<file path="config.mk">
export PLATFORM = sky130hd
export DESIGN_NAME = ifu_fetch
export DESIGN_NICKNAME = d
export VERILOG_FILES = /design/src/rtl/ifu_fetch_pkg.sv /design/src/rtl/ifu_fifo.sv /design/src/rtl/ifu_fetch.sv
export SDC_FILE = /design/constraint.sdc
export NUM_CORES = 1
export LEC_CHECK = 0
export ABC_AREA = 1
export ABC_CLOCK_PERIOD_IN_PS = 6600
export BUFFER_PORTS_ARGS = -buffer_cell sky130_fd_sc_hd__buf_2
export CORE_MARGIN = 5
export CORE_UTILIZATION = 50
export DETAILED_ROUTE_END_ITERATION = 7
export PLACE_DENSITY = 0.75
export SLEW_MARGIN = 5
export SYNTH_ARGS = -nofsm -noshare
export SYNTH_HDL_FRONTEND = slang
export SYNTH_HIERARCHICAL = 1
export SYNTH_SLANG_ARGS = --single-unit
</file>
<file path="constraint.sdc">
create_clock -name clk -period 6.6 [get_ports clk]
set_input_delay 1.32 -clock clk [delete_from_list [all_inputs] [get_ports clk]]
set_output_delay 1.32 -clock clk [all_outputs]
set_load 0.02 [all_outputs]
</file>
<file path="src/rtl/ifu_fetch_pkg.sv">
// ---------------------------------------------------------------------------
// ifu_fetch_pkg
// Shared types and constants for the instruction fetch unit.
//   NOP           : canonical no-op (addi x0,x0,0) shown to decode whenever
//                   no fetched instruction is available; decode uses the
//                   same encoding.
//   fetch_entry_t : one instruction-buffer entry {pc, instr}.
//   next_pc()     : sequential PC step, wraps at 2^32.
// ---------------------------------------------------------------------------
package ifu_fetch_pkg;

   localparam logic [31:0] NOP = 32'h0000_0013;

   typedef struct packed {
      logic [31:0] pc;
      logic [31:0] instr;
   } fetch_entry_t;

   function automatic logic [31:0] next_pc(input logic [31:0] pc);
      return pc + 32'd4;
   endfunction

endpackage

</file>
<file path="src/rtl/ifu_fifo.sv">
// ---------------------------------------------------------------------------
// ifu_fifo
// Synchronous instruction buffer of {pc, instr} entries with flush.
// Ports:
//   clk, rst      clock / synchronous active-high reset
//   push, wdata   write one entry (ignored when full unless popping too)
//   pop           remove head entry (ignored when empty)
//   flush         drop every entry; wins over push and pop
//   rdata         head entry (combinational from storage)
//   count         number of valid entries
//   empty, full   status flags
// DEPTH must be a power of two and >= 2 so the pointers wrap naturally.
// ---------------------------------------------------------------------------
module ifu_fifo
   import ifu_fetch_pkg::*;
#(
   parameter int DEPTH = 2,
   parameter int CNT_W = $clog2(DEPTH + 1)
) (
   input  logic             clk,
   input  logic             rst,
   input  logic             push,
   input  fetch_entry_t     wdata,
   input  logic             pop,
   input  logic             flush,
   output fetch_entry_t     rdata,
   output logic [CNT_W-1:0] count,
   output logic             empty,
   output logic             full
);

   localparam int PTR_W = $clog2(DEPTH);
   localparam logic [CNT_W-1:0] FULL_CNT = CNT_W'(DEPTH);

   fetch_entry_t     mem [DEPTH];
   logic [PTR_W-1:0] rd_ptr;
   logic [PTR_W-1:0] wr_ptr;
   logic [CNT_W-1:0] count_q;
   logic             do_push;
   logic             do_pop;

   assign empty   = (count_q == '0);
   assign full    = (count_q == FULL_CNT);
   assign count   = count_q;
   assign rdata   = mem[rd_ptr];

   // A push into a full buffer is only accepted when the head leaves in the
   // same cycle, so a stray push can never overwrite an unread entry.
   assign do_pop  = pop & ~empty;
   assign do_push = push & (~full | do_pop);

   // Storage carries no reset; validity is tracked by the count alone.
   always_ff @(posedge clk) begin
      if (do_push && !flush) begin
         mem[wr_ptr] <= wdata;
      end
   end

   always_ff @(posedge clk) begin
      if (rst || flush) begin
         rd_ptr  <= '0;
         wr_ptr  <= '0;
         count_q <= '0;
      end else begin
         if (do_push) begin
            wr_ptr <= wr_ptr + PTR_W'(1);
         end
         if (do_pop) begin
            rd_ptr <= rd_ptr + PTR_W'(1);
         end
         case ({do_push, do_pop})
            2'b10:   count_q <= count_q + CNT_W'(1);
            2'b01:   count_q <= count_q - CNT_W'(1);
            default: count_q <= count_q;
         endcase
      end
   end

endmodule

</file>
<file path="src/rtl/ifu_fetch.sv">
// ---------------------------------------------------------------------------
// ifu_fetch
// Instruction fetch stage feeding decode. Holds the fetch PC, issues
// in-order word reads to instruction SRAM under a credit limit, buffers the
// returned words with their PC and presents one instruction per cycle.
// Ports:
//   clk, rst                 clock / synchronous active-high reset
//   jump_i, jump_addr_i      redirect from exu (highest priority)
//   hold_i                   exu load/store hold: head is not consumed
//   imem_req_o, imem_addr_o  SRAM read request and byte address
//   imem_gnt_i               request accepted this cycle
//   imem_rvalid_i/rdata_i    in-order read response
//   instr_o, pc_o            instruction for decode and its PC (NOP / 0
//                            when nothing valid)
//   instr_valid_o            instr_o is a real fetched instruction
//   misalign_o               one-cycle pulse on a misaligned jump target
// Configuration macro IFU_MISALIGN_CHK_EN enables misalign_o; without it the
// output is tied to 0. In both builds the jump target's low two bits are
// forced to 00.
// ---------------------------------------------------------------------------
module ifu_fetch
   import ifu_fetch_pkg::*;
#(
   parameter logic [31:0] RESET_PC   = 32'h0000_0000,
   parameter int          FIFO_DEPTH = 2
) (
   input  logic        clk,
   input  logic        rst,
   input  logic        jump_i,
   input  logic [31:0] jump_addr_i,
   input  logic        hold_i,
   output logic        imem_req_o,
   output logic [31:0] imem_addr_o,
   input  logic        imem_gnt_i,
   input  logic        imem_rvalid_i,
   input  logic [31:0] imem_rdata_i,
   output logic [31:0] instr_o,
   output logic [31:0] pc_o,
   output logic        instr_valid_o,
   output logic        misalign_o
);

   localparam int CNT_W = $clog2(FIFO_DEPTH + 1);
   localparam logic [CNT_W:0] CREDITS = (CNT_W+1)'(FIFO_DEPTH);

   logic [31:0]      fetch_pc;
   logic [31:0]      resp_pc;
   logic [31:0]      jump_target;
   logic [CNT_W-1:0] outstanding;
   logic [CNT_W-1:0] discard;
   logic [CNT_W-1:0] fifo_count;
   logic [CNT_W:0]   used_credits;
   logic             fifo_empty;
   logic             fifo_full;
   logic             fifo_push;
   logic             fifo_pop;
   logic             issue;
   fetch_entry_t     push_entry;
   fetch_entry_t     head;

   assign jump_target  = {jump_addr_i[31:2], 2'b00};

   // Every issued read owns a buffer slot until it is consumed, so the
   // buffer can never overflow no matter how responses bunch up.
   assign used_credits = {1'b0, fifo_count} + {1'b0, outstanding};
   assign imem_req_o   = ~rst & ~jump_i & (used_credits < CREDITS);
   assign imem_addr_o  = fetch_pc;
   assign issue        = imem_req_o & imem_gnt_i;

   // Responses come back in issue order, so the PC of the next kept response
   // is simply a second running counter rather than a stored PC list.
   assign fifo_push    = imem_rvalid_i & (discard == '0) & ~jump_i;
   assign push_entry   = '{pc: resp_pc, instr: imem_rdata_i};

   assign instr_valid_o = ~fifo_empty & ~jump_i;
   assign fifo_pop      = instr_valid_o & ~hold_i;
   assign instr_o       = instr_valid_o ? head.instr : NOP;
   assign pc_o          = instr_valid_o ? head.pc    : 32'h0;

   ifu_fifo #(
      .DEPTH (FIFO_DEPTH),
      .CNT_W (CNT_W)
   ) u_fifo (
      .clk   (clk),
      .rst   (rst),
      .push  (fifo_push),
      .wdata (push_entry),
      .pop   (fifo_pop),
      .flush (jump_i),
      .rdata (head),
      .count (fifo_count),
      .empty (fifo_empty),
      .full  (fifo_full)
   );

   // PC, credit and discard bookkeeping. On a jump, every read still in
   // flight after this cycle (a response arriving in the jump cycle itself
   // is dropped outright) must be thrown away when it returns.
   always_ff @(posedge clk) begin
      if (rst) begin
         fetch_pc    <= RESET_PC;
         resp_pc     <= RESET_PC;
         outstanding <= '0;
         discard     <= '0;
      end else if (jump_i) begin
         fetch_pc    <= jump_target;
         resp_pc     <= jump_target;
         outstanding <= outstanding - CNT_W'(imem_rvalid_i);
         discard     <= outstanding - CNT_W'(imem_rvalid_i);
      end else begin
         if (issue) begin
            fetch_pc <= next_pc(fetch_pc);
         end
         outstanding <= outstanding + CNT_W'(issue) - CNT_W'(imem_rvalid_i);
         if (imem_rvalid_i) begin
            if (discard != '0) begin
               discard <= discard - CNT_W'(1);
            end else begin
               resp_pc <= next_pc(resp_pc);
            end
         end
      end
   end

`ifdef IFU_MISALIGN_CHK_EN
   logic misalign_q;
   logic unused_sink;

   always_ff @(posedge clk) begin
      if (rst) begin
         misalign_q <= 1'b0;
      end else begin
         misalign_q <= jump_i & (jump_addr_i[1:0] != 2'b00);
      end
   end

   assign misalign_o  = misalign_q;
   assign unused_sink = fifo_full;
`else
   logic unused_sink;

   assign misalign_o  = 1'b0;
   assign unused_sink = fifo_full ^ (^jump_addr_i[1:0]);
`endif

endmodule
</file>
== Word level (Yosys, flattened, before mapping) ==
Memory sizes are Yosys's and may differ from the RTL's. A register that Yosys moved wholly into a read port is not among the register bits.
Cells that the tools add are included.

* Multipliers: 0
* Bitwise logic cells: 16
* Divide/modulo/power cells: 0
* $lt $le $gt $ge: 1
* Reduce and logical (&&, ||, !) cells: 14
* Mux-type cells: 16
* Equality and inequality tests: 4
* Shift operators: 0
* Add/subtract/negate cells: 11

{| class="wikitable"
|+ Operators by type and width
! kind !! count
|-
| 32-bit two-way mux || 7
|-
| 32-bit by 3-bit adder with 32-bit output (second input constant) || 2
|-
| 2-bit nonzero test || 5
|-
| 1-bit bitwise AND || 9
|-
| 2-bit two-way mux || 4
|-
| 1-bit inverter || 6
|-
| 2-bit AND reduction || 3
|-
| 2-bit == test (second input constant) || 2
|-
| 2-bit zero test || 2
|-
| 1-bit two-way mux || 4
|-
| 2-bit one-hot mux with 2 select lines || 1
|-
| 2-bit by 1-bit subtractor with 2-bit output || 2
|-
| 2-bit by 1-bit subtractor with 2-bit output (second input constant) || 2
|-
| 2-bit by 2-bit adder with 3-bit output || 1
|-
| 3-bit by 2-bit less-than comparator with 1-bit output (second input constant) || 1
|-
| 1-bit adder (second input constant) || 2
|-
| 2-bit by 1-bit adder with 2-bit output || 1
|-
| 2-bit by 1-bit adder with 2-bit output (second input constant) || 1
|-
| 2-bit by 1-bit == test with 1-bit output (second input constant) || 1
|-
| 2-bit != test (second input constant) || 1
|-
| 2-bit OR reduction || 1
|-
| 1-bit logical AND || 1
|-
| 1-bit zero test || 1
|-
| 1-bit logical OR || 1
|-
| 1-bit bitwise OR || 1
|}

* Logic and storage cells: 72
* Memories kept: 1
* Output and inout bits: 99
* Memory bits (writable): 128
* Bits in registers: 72
* Bits in read-only memories: 0
* Bits in latches: 0

{| class="wikitable"
|+ Memory list
! name !! depth !! width !! rd ports !! clocked after memory_dff !! wr ports !! RTL line !! source
|-
| u_fifo.mem || 2 || 64 || 1 || 1 || 1 || ifu_fifo.sv:35 || <nowiki>fetch_entry_t mem [DEPTH];</nowiki>
|}

== Depth between registers and ports, before layout ==
* Word-level depth: 10
* Mapped depth: 13
* Gate-level depth less buffers: 12

== Hierarchy ==
The synthesis kept the hierarchy.

{| class="wikitable"
|+ Modules (own cells, without submodules)
! module !! times used !! cells each !! area each (µm²)
|-
| ifu_fetch || 1 || 874 || 5081.1
|-
| ifu_fifo || 1 || 236 || 4895.9
|}

== Worst setup path before layout ==
No wires, ideal clock.

* Path kind: input-to-reg
* Start: input port jump_i
* End: memory u_fifo/mem[0][0] in the netlist's numbering, enable pin
* Setup slack: -0.793 ns
* Cell stages on the path: 7
* Setup time: 0.565 ns
* Path buffers: 2
* Arrival: 6.829 ns
* Path through: buf_6 > nor2_1 > inv_1 > clkbuf_1 > nor2_1 > o21ai_2 > nor3_1

* Word-level cells in the longest chain between the ends: 9
* Elaborated cells between the ends (all ways): 11
* Those cells by class: 2 x mux; 7 x bitwise; 2 x reduce/logical

{| class="wikitable"
|+ Ends and longest elaborated chain
! what !! RTL line !! source
|-
| start: declaration || ifu_fetch.sv:29 || <nowiki>input logic jump_i,</nowiki>
|-
| 1-bit inverter || ifu_fetch.sv:75 || <nowiki>assign instr_valid_o = ~fifo_empty & ~jump_i;</nowiki>
|-
| 1-bit bitwise AND || ifu_fetch.sv:75 ||
|-
| named net instr_valid_o || ifu_fetch.sv:39 || <nowiki>output logic instr_valid_o,</nowiki>
|-
| 1-bit bitwise AND || ifu_fetch.sv:76 || <nowiki>assign fifo_pop = instr_valid_o & ~hold_i;</nowiki>
|-
| named net fifo_pop || ifu_fetch.sv:56 || <nowiki>logic fifo_pop;</nowiki>
|-
| 1-bit bitwise AND || ifu_fifo.sv:49 || <nowiki>assign do_pop = pop & ~empty;</nowiki>
|-
| 1-bit bitwise OR || ifu_fifo.sv:50 || <nowiki>assign do_push = push & (~full | do_pop);</nowiki>
|-
| 1-bit bitwise AND || ifu_fifo.sv:50 ||
|-
| 1-bit logical AND || ifu_fifo.sv:54 || <nowiki>if (do_push && !flush) begin</nowiki>
|-
| 1-bit two-way mux || ifu_fifo.sv:54 ||
|-
| 1-bit two-way mux (implied by the code) || ifu_fifo.sv:55 || <nowiki>mem[wr_ptr] <= wdata;</nowiki>
|-
| end: declaration || ifu_fifo.sv:35 ||
|}

The timed path passes the listed nets, and every way through them passes these cells.

== Final worst setup path ==
* Start: input port rst
* End: output port imem_req_o

* Word-level cells in the longest chain between the ends: 3

{| class="wikitable"
|+ Ends and longest elaborated chain
! what !! RTL line !! source
|-
| start: declaration || ifu_fetch.sv:28 || <nowiki>input logic rst,</nowiki>
|-
| 1-bit inverter || ifu_fetch.sv:66 || <nowiki>assign imem_req_o = ~rst & ~jump_i & (used_credits < CREDITS);</nowiki>
|-
| 1-bit bitwise AND (2 in a row) || ifu_fetch.sv:66 ||
|-
| end: declaration || ifu_fetch.sv:32 || <nowiki>output logic imem_req_o,</nowiki>
|}

Every way passes these cells.

==> results.md <==
* Status: finished clean
* DP Wirelength at 16.25 mm
* Drt total wl at 23.14 mm
* Starting density of the core at 0.5108
* Vias in the first global route at 7423
* Combinational power share at 0.086
* Lkg Pwr at 4.830 nW
* Final worst clock skew at 0.01569 ns
* Layout Nets at 1341
* Clock Sink Count at 197
* GPL Wtd Cong at 0.8972
* TritonCTS clock tree: yes
* MaxCap Viol Count at 0
* Vias per std cell at 5.113
* Worst hold slack at 0.4824 ns
* Die H at 151.2 um
* Internal power at 1.970 mW
* Num ports at 169
* First DRT Iteration DRCs at 337
* Core Region at 0.01953 mm2
* DRC errors left at 0
* Mean Syn Cell Area at 8.993 um2
* Post-Syn Area at 0.009973 mm2
* Post-route ant nets at 0
* Row count at 51
* Reg power frac at 0.532
* Worst Max-Slew Pin Slew at 0.9810 ns
* Worst-skew pair later-pin latency at 0.44 ns
* Die X-Extent at 151.2 um
* Required time of the critical path at 5.28 ns
* H-Tree Depth at 4
* Period utilization at 0.6433
* Unrepaired setup endpoints after global routing: false
* Post_cts resized at 0
* Initial antenna violation count at 0
* Worst hold path type: reg -> reg
* CP max FO at 44
* Ys Warns at 6
* Clock-pin slew on the worst setup and hold paths at 0.06 ns
* Gr ovfl total at 0
* GRT Util Overall at 0.2027
* Mapped Cells at 1109
* Post-layout min period at 4.246 ns
* Drt wl/cell at 15.01 um
* Vias at 7884
* Final slew viol count at 0
* Post CTS Setup Buffer Count at 0
* Crit end category: primary output
* Buffers added on ports at 163
* Switching Share at 0.2513
* Power consumption at 2.632 mW
* Crit path arrival time at 2.93 ns
* Fmax at 235.5 MHz
* CTS Buf Count at 17
* # hold bufs at CTS at 0
* Largest net degree at the start of global routing at 65
* Finish-stage setup viols at 0
* # diodes at 0
* Max VDD drop at 162.5 uV
* Clock power frac at 0.382
* Global-route wire length before repair at 36.54 mm
* Max transition margin at 0.3460
* Root buf cell: clkbuf_16
* Pre-antenna DRT Iters at 5
* Die ar. at 0.02287 mm2
* Power Density at 228.2 mW/mm2
* Power dissipated by switching net loads at 661.4 uW
* Fraction of layout cells with a size suffix above 1 at 0.2443
* CTS max path bufs at 2
* Final Hold Fails at 0
* CP Launch Type: input pin
* Worst setup path class: in -> out
* Area grow syn2layout at 15.63%
-- power groups by stage --
stage / combinational, mW / clock [mW] / sequential, mW
2_1_floorplan: 0.142 / 0 / 1.43
4_1_cts: 0.228 / 1.03 / 1.40
3_5_place_dp: 0.226 / 0 / 1.43
3_3_place_gp: 0.220 / 0 / 1.42
6_report: 0.227 / 1.00 / 1.40
5_1_grt: 0.253 / 1.09 / 1.41
-- worst paths after layout --
| check | depth (start not counted) | end | from | slack, ns |
|---|---|---|---|---|
| hold / removal | 2 | register | u_fifo/rd_ptr | 0.48 |
| setup / recovery | 5 | imem_req_o | rst | 2.35 |
| hold reg to reg | 2 | register | u_fifo/rd_ptr | 0.48 |
| setup reg to reg | 9 | u_fifo/mem[1][34] | u_fifo/count[1] | 3.70 |
-- layout by cell type, fill, tap and decap left out, types with 3 or more instances in the layout --
master,count
conb_1,7
nor2_2,10
nor3_2,4
o21ai_1,6
nand3b_1,6
a31oi_1,17
or2_2,8
dfxtp_1,68
clkbuf_16,17
o21ai_2,3
edfxtp_1,128
o211ai_1,9
xor2_1,6
inv_1,156
nand4_1,13
clkinv_4,4
inv_6,4
buf_2,163
nor3_1,6
o21bai_1,3
ha_1,6
mux2_1,16
nand2_1,209
o21ai_0,36
nor2_4,9
inv_8,3
nand3_1,71
nand2_2,11
and2_1,3
nor2_1,142
a21oi_1,45
buf_4,6
mux2_2,48
inv_2,8
xnor2_1,4
-- registers in the layout (all words and copies together), names as in the netlist, named ones only --
signal and count:
u_fifo/rd_ptr 1, u_fifo/mem 128, outstanding 2, discard 2, u_fifo/count 2, u_fifo/wr_ptr 1
imem_addr_o 30, resp_pc 30
-- per-layer routing --
metal	global-route usage	wire length, um	part of all wire
met5	0	0	0
met4	0.07117	487	0.021
met3	0.04937	1927	0.083
met2	0.3365	10710	0.46
met1	0.2588	10010	0.43
-- metrics by stage --
| stage | setup slack [ns] | instance area, um2 | TNS [ns] | utilization | cells |
|---|---|---|---|---|---|
| 2_1_floorplan | -0.7934 | 9996 | -101.55 | - | 1115 |
| 3_3_place_gp | 2.364 | 10960 | 0 | 0.5612 | 1510 |
| 3_5_place_dp | 2.379 | 10960 | 0 | 0.5612 | 1510 |
| 4_1_cts | 2.379 | 11530 | 0 | 0.5906 | 1542 |
| 5_1_grt | 2.293 | 11530 | 0 | 0.5906 | 1542 |
| 6_report | 2.354 | 11530 | 0 | 0.5906 | 1542 |
-- area by class of cell --
type	instances	area (um2)
Clock buffer	19	432.9
Clock inverter	13	141.4
Fill cell	1751	7994
Inverter	165	621.8
Multi-Input combinational cell	714	3918
Sequential cell	197	5226
Tap cell	265	331.6
Timing Repair Buffer	169	860.8
-- critical path: stages --
cell     delay, ns
buf_2         0.72
inv_2         0.43
nand3_1       0.21
inv_1         0.05
buf_2         0.15
No activity file was read; power rests on OpenSTA's default activity.
